===== src/rtl/load_use_if.sv =====
// load_use_if
//   Decode-stage bundle between the ID stage and the load-use scoreboard.
//   master: decode stage; drives instruction fields, hold and flush, and
//           receives stall and the per-operand hazard flags.
//   slave : scoreboard; the mirror image.
//   Signals: id_valid, opcode[6:0], rd_addr/rs1_addr/rs2_addr[REG_AW-1:0],
//            hold, flush (to scoreboard); stall, haz_rs1, haz_rs2 (from it).
interface load_use_if #(
  parameter int REG_AW = 5
);
  logic              id_valid;
  logic [6:0]        opcode;
  logic [REG_AW-1:0] rd_addr;
  logic [REG_AW-1:0] rs1_addr;
  logic [REG_AW-1:0] rs2_addr;
  logic              hold;
  logic              flush;
  logic              stall;
  logic              haz_rs1;
  logic              haz_rs2;

  modport master (
    output id_valid, opcode, rd_addr, rs1_addr, rs2_addr, hold, flush,
    input  stall, haz_rs1, haz_rs2
  );

  modport slave (
    input  id_valid, opcode, rd_addr, rs1_addr, rs2_addr, hold, flush,
    output stall, haz_rs1, haz_rs2
  );
endinterface


===== src/rtl/load_use_scoreboard.sv =====
// load_use_scoreboard
//   Load-use hazard detector for the RV32I decode stage. Every issued load
//   enters a LOAD_LATENCY-deep age pipeline (entry k = issued k+1 cycles ago);
//   decode stalls while a source register it actually reads matches a valid
//   entry. x0 never hazards. hold freezes the age pipeline, flush kills the
//   decode instruction (no stall, no issue).
// Ports
//   clk       clock, rising edge
//   rst_n     asynchronous active-low reset, clears all entries
//   bus       load_use_if.slave (decode fields in; stall/haz_rs1/haz_rs2 out)
//   stall_cnt [31:0] stall cycles outside hold, only with
//             LOAD_USE_SCOREBOARD_PERF_EN defined
// Parameters
//   REG_AW        register address width (must match the interface)
//   LOAD_LATENCY  1..4 cycles a loaded rd stays unavailable
module load_use_scoreboard #(
  parameter int REG_AW       = 5,
  parameter int LOAD_LATENCY = 1
) (
  input  logic        clk,
  input  logic        rst_n,
  load_use_if.slave   bus
`ifdef LOAD_USE_SCOREBOARD_PERF_EN
  ,
  output logic [31:0] stall_cnt
`endif
);

  localparam logic [6:0] OPC_LOAD   = 7'b0000011;
  localparam logic [6:0] OPC_OPIMM  = 7'b0010011;
  localparam logic [6:0] OPC_STORE  = 7'b0100011;
  localparam logic [6:0] OPC_OP     = 7'b0110011;
  localparam logic [6:0] OPC_BRANCH = 7'b1100011;
  localparam logic [6:0] OPC_JALR   = 7'b1100111;

  logic [LOAD_LATENCY-1:0]             ent_v;
  logic [LOAD_LATENCY-1:0][REG_AW-1:0] ent_rd;

  logic uses_rs1;
  logic uses_rs2;
  logic hit_rs1;
  logic hit_rs2;
  logic haz_rs1_w;
  logic haz_rs2_w;
  logic stall_w;
  logic issue;

  // LUI/AUIPC/JAL and anything unrecognised read no source register.
  always_comb begin
    uses_rs1 = 1'b0;
    uses_rs2 = 1'b0;
    case (bus.opcode)
      OPC_OP, OPC_STORE, OPC_BRANCH: begin
        uses_rs1 = 1'b1;
        uses_rs2 = 1'b1;
      end
      OPC_OPIMM, OPC_LOAD, OPC_JALR: uses_rs1 = 1'b1;
      default: ;
    endcase
  end

  always_comb begin
    hit_rs1 = 1'b0;
    hit_rs2 = 1'b0;
    for (int k = 0; k < LOAD_LATENCY; k++) begin
      if (ent_v[k] && (ent_rd[k] == bus.rs1_addr)) hit_rs1 = 1'b1;
      if (ent_v[k] && (ent_rd[k] == bus.rs2_addr)) hit_rs2 = 1'b1;
    end
  end

  assign haz_rs1_w = bus.id_valid & uses_rs1 & (bus.rs1_addr != '0) & hit_rs1;
  assign haz_rs2_w = bus.id_valid & uses_rs2 & (bus.rs2_addr != '0) & hit_rs2;

  // Flush dominates: a killed instruction must not hold up the front end.
  assign stall_w = (haz_rs1_w | haz_rs2_w) & ~bus.flush;

  // Loads to x0 produce nothing a consumer could wait on, so they are not tracked.
  assign issue = bus.id_valid & ~stall_w & ~bus.flush &
                 (bus.opcode == OPC_LOAD) & (bus.rd_addr != '0);

  assign bus.stall   = stall_w;
  assign bus.haz_rs1 = haz_rs1_w;
  assign bus.haz_rs2 = haz_rs2_w;

  // Age pipeline: the oldest entry falls off the top; stalled or flushed
  // cycles shift in a bubble because issue is low.
  always_ff @(posedge clk or negedge rst_n) begin
    if (!rst_n) begin
      ent_v  <= '0;
      ent_rd <= '0;
    end else if (!bus.hold) begin
      for (int k = LOAD_LATENCY - 1; k > 0; k--) begin
        ent_v[k]  <= ent_v[k-1];
        ent_rd[k] <= ent_rd[k-1];
      end
      ent_v[0]  <= issue;
      ent_rd[0] <= bus.rd_addr;
    end
  end

`ifdef LOAD_USE_SCOREBOARD_PERF_EN
  // Cycles frozen by hold are attributed to the memory wait, not to load-use.
  always_ff @(posedge clk or negedge rst_n) begin
    if (!rst_n) begin
      stall_cnt <= '0;
    end else if (stall_w && !bus.hold) begin
      stall_cnt <= stall_cnt + 32'd1;
    end
  end
`endif

endmodule


===== src/flat_wrapper.sv =====
// flat-port wrapper written by rule: the top's interface ports become plain ports
module load_use_scoreboard_flat 
#(
  parameter int REG_AW       = 5,
  parameter int LOAD_LATENCY = 1
)
  (clk, rst_n, bus_id_valid, bus_opcode, bus_rd_addr, bus_rs1_addr, bus_rs2_addr, bus_hold, bus_flush, bus_stall, bus_haz_rs1, bus_haz_rs2);
  load_use_if #(.REG_AW(REG_AW)) bus_i ();
  input  logic clk;
  input  logic rst_n;
  input wire logic [$bits(bus_i.id_valid)-1:0] bus_id_valid;
  input wire logic [$bits(bus_i.opcode)-1:0] bus_opcode;
  input wire logic [$bits(bus_i.rd_addr)-1:0] bus_rd_addr;
  input wire logic [$bits(bus_i.rs1_addr)-1:0] bus_rs1_addr;
  input wire logic [$bits(bus_i.rs2_addr)-1:0] bus_rs2_addr;
  input wire logic [$bits(bus_i.hold)-1:0] bus_hold;
  input wire logic [$bits(bus_i.flush)-1:0] bus_flush;
  output wire logic [$bits(bus_i.stall)-1:0] bus_stall;
  output wire logic [$bits(bus_i.haz_rs1)-1:0] bus_haz_rs1;
  output wire logic [$bits(bus_i.haz_rs2)-1:0] bus_haz_rs2;
  assign bus_i.id_valid = bus_id_valid;
  assign bus_i.opcode = bus_opcode;
  assign bus_i.rd_addr = bus_rd_addr;
  assign bus_i.rs1_addr = bus_rs1_addr;
  assign bus_i.rs2_addr = bus_rs2_addr;
  assign bus_i.hold = bus_hold;
  assign bus_i.flush = bus_flush;
  assign bus_stall = bus_i.stall;
  assign bus_haz_rs1 = bus_i.haz_rs1;
  assign bus_haz_rs2 = bus_i.haz_rs2;
  load_use_scoreboard #(.REG_AW(REG_AW), .LOAD_LATENCY(LOAD_LATENCY)) u_core (.clk(clk), .rst_n(rst_n), .bus(bus_i));
endmodule

===== config.mk =====
export PLATFORM = sky130hd
export DESIGN_NAME = load_use_scoreboard_flat
export DESIGN_NICKNAME = d
export VERILOG_FILES = /design/src/rtl/load_use_if.sv /design/src/rtl/load_use_scoreboard.sv /design/src/flat_wrapper.sv
export SDC_FILE = /design/constraint.sdc
export NUM_CORES = 1
export LEC_CHECK = 0
export CAP_MARGIN = 30
export CORE_AREA = 5 5 44 46
export CTS_BUF_LIST = sky130_fd_sc_hd__clkbuf_8
export DETAILED_ROUTE_END_ITERATION = 8
export DIE_AREA = 0 0 49 51
export PLACE_DENSITY_LB_ADDON = 0.3
export SYNTH_ARGS = -nofsm -noshare
export SYNTH_HDL_FRONTEND = slang
export SYNTH_SLANG_ARGS = --single-unit

===== constraint.sdc =====
create_clock -name clk -period 1.5 [get_ports clk]
set_input_delay 0.3 -clock clk [delete_from_list [all_inputs] [get_ports clk]]
set_output_delay 0.3 -clock clk [all_outputs]
set_load 0.03 [all_outputs]

==> results.md <==
* Total Nets Final at 124
* Post-Syn Area at approximately 470 um2
* Layout area overhead at 115%
* CP Data Arrival Time at between 1.5 and 2 ns
* TritonRoute pass-1 iters at 3
* Layout cells sized above 1 at about 51%
* Die area at 2500 um2
* Num ports at 30
* Flop pwr share at between 30% and 40%
* Sw Share at between 20% and 30%
* Grt total ovfl at 0
* VDD IR max at about 0.00068 V
* Net count after synthesis at 74
* Psw at 154 uW
* Final Hold Fails at 0
* Status: finished, violations left
* First-pass GRT wire length at about 2.5 mm
* Iteration-0 DRC Markers at 5
* Share of total power in combinational logic at 31.0%
* Final core utilization at between 60% and 70%
* Clock Tree Buf Depth at 2
* Post-cts hold buffer count at 0
* RePlAce Congestion at around 0.82
* Final Skew at approximately 0.00080 ns
* Clk network pwr share at 37.6%
* Final worst-path cycle share at 123%
* Failing checks: negative setup slack
* Clk pin slew, worst setup/hold paths at ~0.030 ns
* Synth top area share at between 30% and 40%
* Yosys top cell by area: dfrtp_1
* DP Wirelength at about 1.2 mm
* Setup-failing EPs final at 3
* Fin crit period at 1.85 ns
* Leak Pwr at around 0.00044 uW
* H-tree depth at 1
* Mean number of vias per cell at approximately 5.1
* Yosys reg bits at 6
* Critical path endpoint category: output port
* WHS at between 0.3 and 0.4 ns
* Sink Count at 6
* Routed vias at between 500 and 600
* Relative slew slack at between 70% and 80%
* Total GRT Usage at 13.0%
* Post-route antenna net violation count at 0
* Final WL at between 1.5 and 2 mm
* Core Footprint at about 1500 um2
* WL/cell at ~15 um
* Pin count of the biggest net entering global routing at 9
* Startpoint class of the critical path: flip-flop
* Antenna violations before repair at 0
* Die X at a little under 50 um
* Pwr dens at 624 nW/um2
* Vias in the first global route at 608
* Die span in y at a little over 50 um
* RSZ-0062 raised after global routing: true
* Min-Delay Path Class: input pin to async pin
* Initial cell density of the core at a little under a third
* Cells after synthesis at 47
* Number of port buffers at 29
* Pint at between 400 and 500 uW
* Worst setup margin at -0.345 ns
* Register area share after synthesis at between 30% and 40%
* WP data required at around 1.2 ns
* Fin cells at 111
* Max Cap Viol at 0
* # DRC at 0
* Clk Latency, worst-skew pair at between 0.2 and 0.25 ns
* Clock buffer count from CTS at 3
* Diode count at 0
* Mapped Avg Cell Area at 9.93 um2
* Critical path fanouts, max at 3
* Dpl cells at between 100 and 150
* Rows at 14
* Final total power at between 600 and 700 uW
* Synth warn at 0
* Yosys cell types at 24
* Top cells by area, synth: dfrtp_1 32%, mux2_2 12%, xnor2_1 9.4%
* Slew @ Worst Pin at roughly 0.36 ns
* Fmax at 0.542 GHz
* Final setup TNS at -0.909 ns
* Pins over their slew limit at 0
* Clock root buffer: clkbuf_8
* TritonCTS clock tree: yes
* Crit path kind: flip-flop to output port
==> cells in the mapped netlist <==
library cell / instances
dfrtp_1: 6
mux2_2: 5
nor3_1: 5
xnor2_1: 5
xor2_1: 4
a21oi_1: 2
nand2_1: 2
nor2_1: 2
a211oi_1: 1
a32oi_1: 1
and2_1: 1
and3b_1: 1
and4b_1: 1
clkbuf_1: 1
nand3_1: 1
nand4_1: 1
nor2b_1: 1
nor3_2: 1
nor4_1: 1
o2111a_1: 1
o21ba_1: 1
o22ai_2: 1
or4_1: 1
or4_4: 1
==> cell families after synthesis <==
logic type / count (synthesis) / synth area share (%)
xor gates and xnor gates: 9 / 16.9
AOI/OAI and AO/OA: 7 / 12.9
muxes: 5 / 12.1
buffers and inverters: 1 / 0.804
DFF: 6 / 32.2
and+or+nand+nor: 19 / 25.2
==> routing by layer <==
layer	vias up	global-route usage, %	routed length (um)
met5	-	0	0
met4	0	10.8	65
met3	8	3.49	118
met2	27	22.8	822
met1	255	12.8	610
li1	277	-	-
==> layout make-up <==
type | instances | area, um2
multi-input combinational | 40 | 384
tap | 16 | 20.0
fill | 112 | 467
clock buffer | 3 | 41.3
sequential | 6 | 153
timing repair buffer | 46 | 407
==> worst max-delay path, stage by stage, from the launching register on <==
cell and delay (ns):
dfrtp_1 0.41, xor2_1 0.20, a211oi_2 0.19, o2111a_2 0.25, o21ba_4 0.15, buf_6 0.12
==> metrics by stage <==
stage	area (um2)	setup slack (ns)
final	1000	-0.345
after global routing	1000	-0.389
after global placement	880	-1.08
after floorplan	488	-0.151
after detailed placement	880	-1.10
after CTS	938	-0.380
==> final timing paths <==
path | from | endpoint | slack, ns | cells after the start
setup reg to reg | u_core.ent_rd[0] | u_core.ent_v | 0.18 | 5
hold / removal | rst_n | u_core.ent_v | 0.32 | 1
hold reg to reg | u_core.ent_rd[2] | u_core.ent_rd[2] | 0.58 | 1
min in group clk | u_core.ent_rd[2] | u_core.ent_rd[2] | 0.58 | 1
setup / recovery | u_core.ent_rd[1] | bus_stall | -0.35 | 5
max in group asynchronous | rst_n | u_core.ent_rd[3] | 0.95 | 1
==> registers in the layout (all words and copies together) (netlist names) <==
signal         cells
u_core.ent_rd      5
u_core.ent_v       1
==> power by group through the flow <==
stage	logic [uW]	clock network [uW]	registers [uW]
floorplan	66.7	0	190
global placement	175	0	194
detailed placement	179	0	195
CTS	170	242	193
global route	210	259	199
finish	194	235	197
==> timing repair <==
| item | CTS | global route |
|---|---|---|
| endpoints found under the setup margin | 4 | 4 |
| buffers inserted | 2 | 3 |
| endpoints found under the hold margin | 0 | 0 |
| gates resized for setup | 43 | 10 |
| pin swaps | 12 | 10 |
==> placed cells by master (no fill, tap or decap), drive strengths merged <==
cell type / Yosys / routed
nor2: 2 / 2
clkdlybuf4s15: 0 / 4
and2: 1 / 1
xor2: 4 / 4
nand3: 1 / 1
nor4: 1 / 1
or4: 2 / 2
nand2: 2 / 2
clkdlybuf4s50: 0 / 9
o2111a: 1 / 1
nor3: 6 / 6
o22ai: 1 / 1
nor2b: 1 / 1
a21oi: 2 / 2
and4b: 1 / 1
buf: 0 / 23
dfrtp: 6 / 6
clkbuf: 1 / 3
nand4: 1 / 1
mux2: 5 / 5
a32oi: 1 / 1
o21ba: 1 / 1
and3b: 1 / 1
xnor2: 5 / 5
dlygate4sd2: 0 / 10
a211oi: 1 / 1
(Power assumes the default switching activity.)
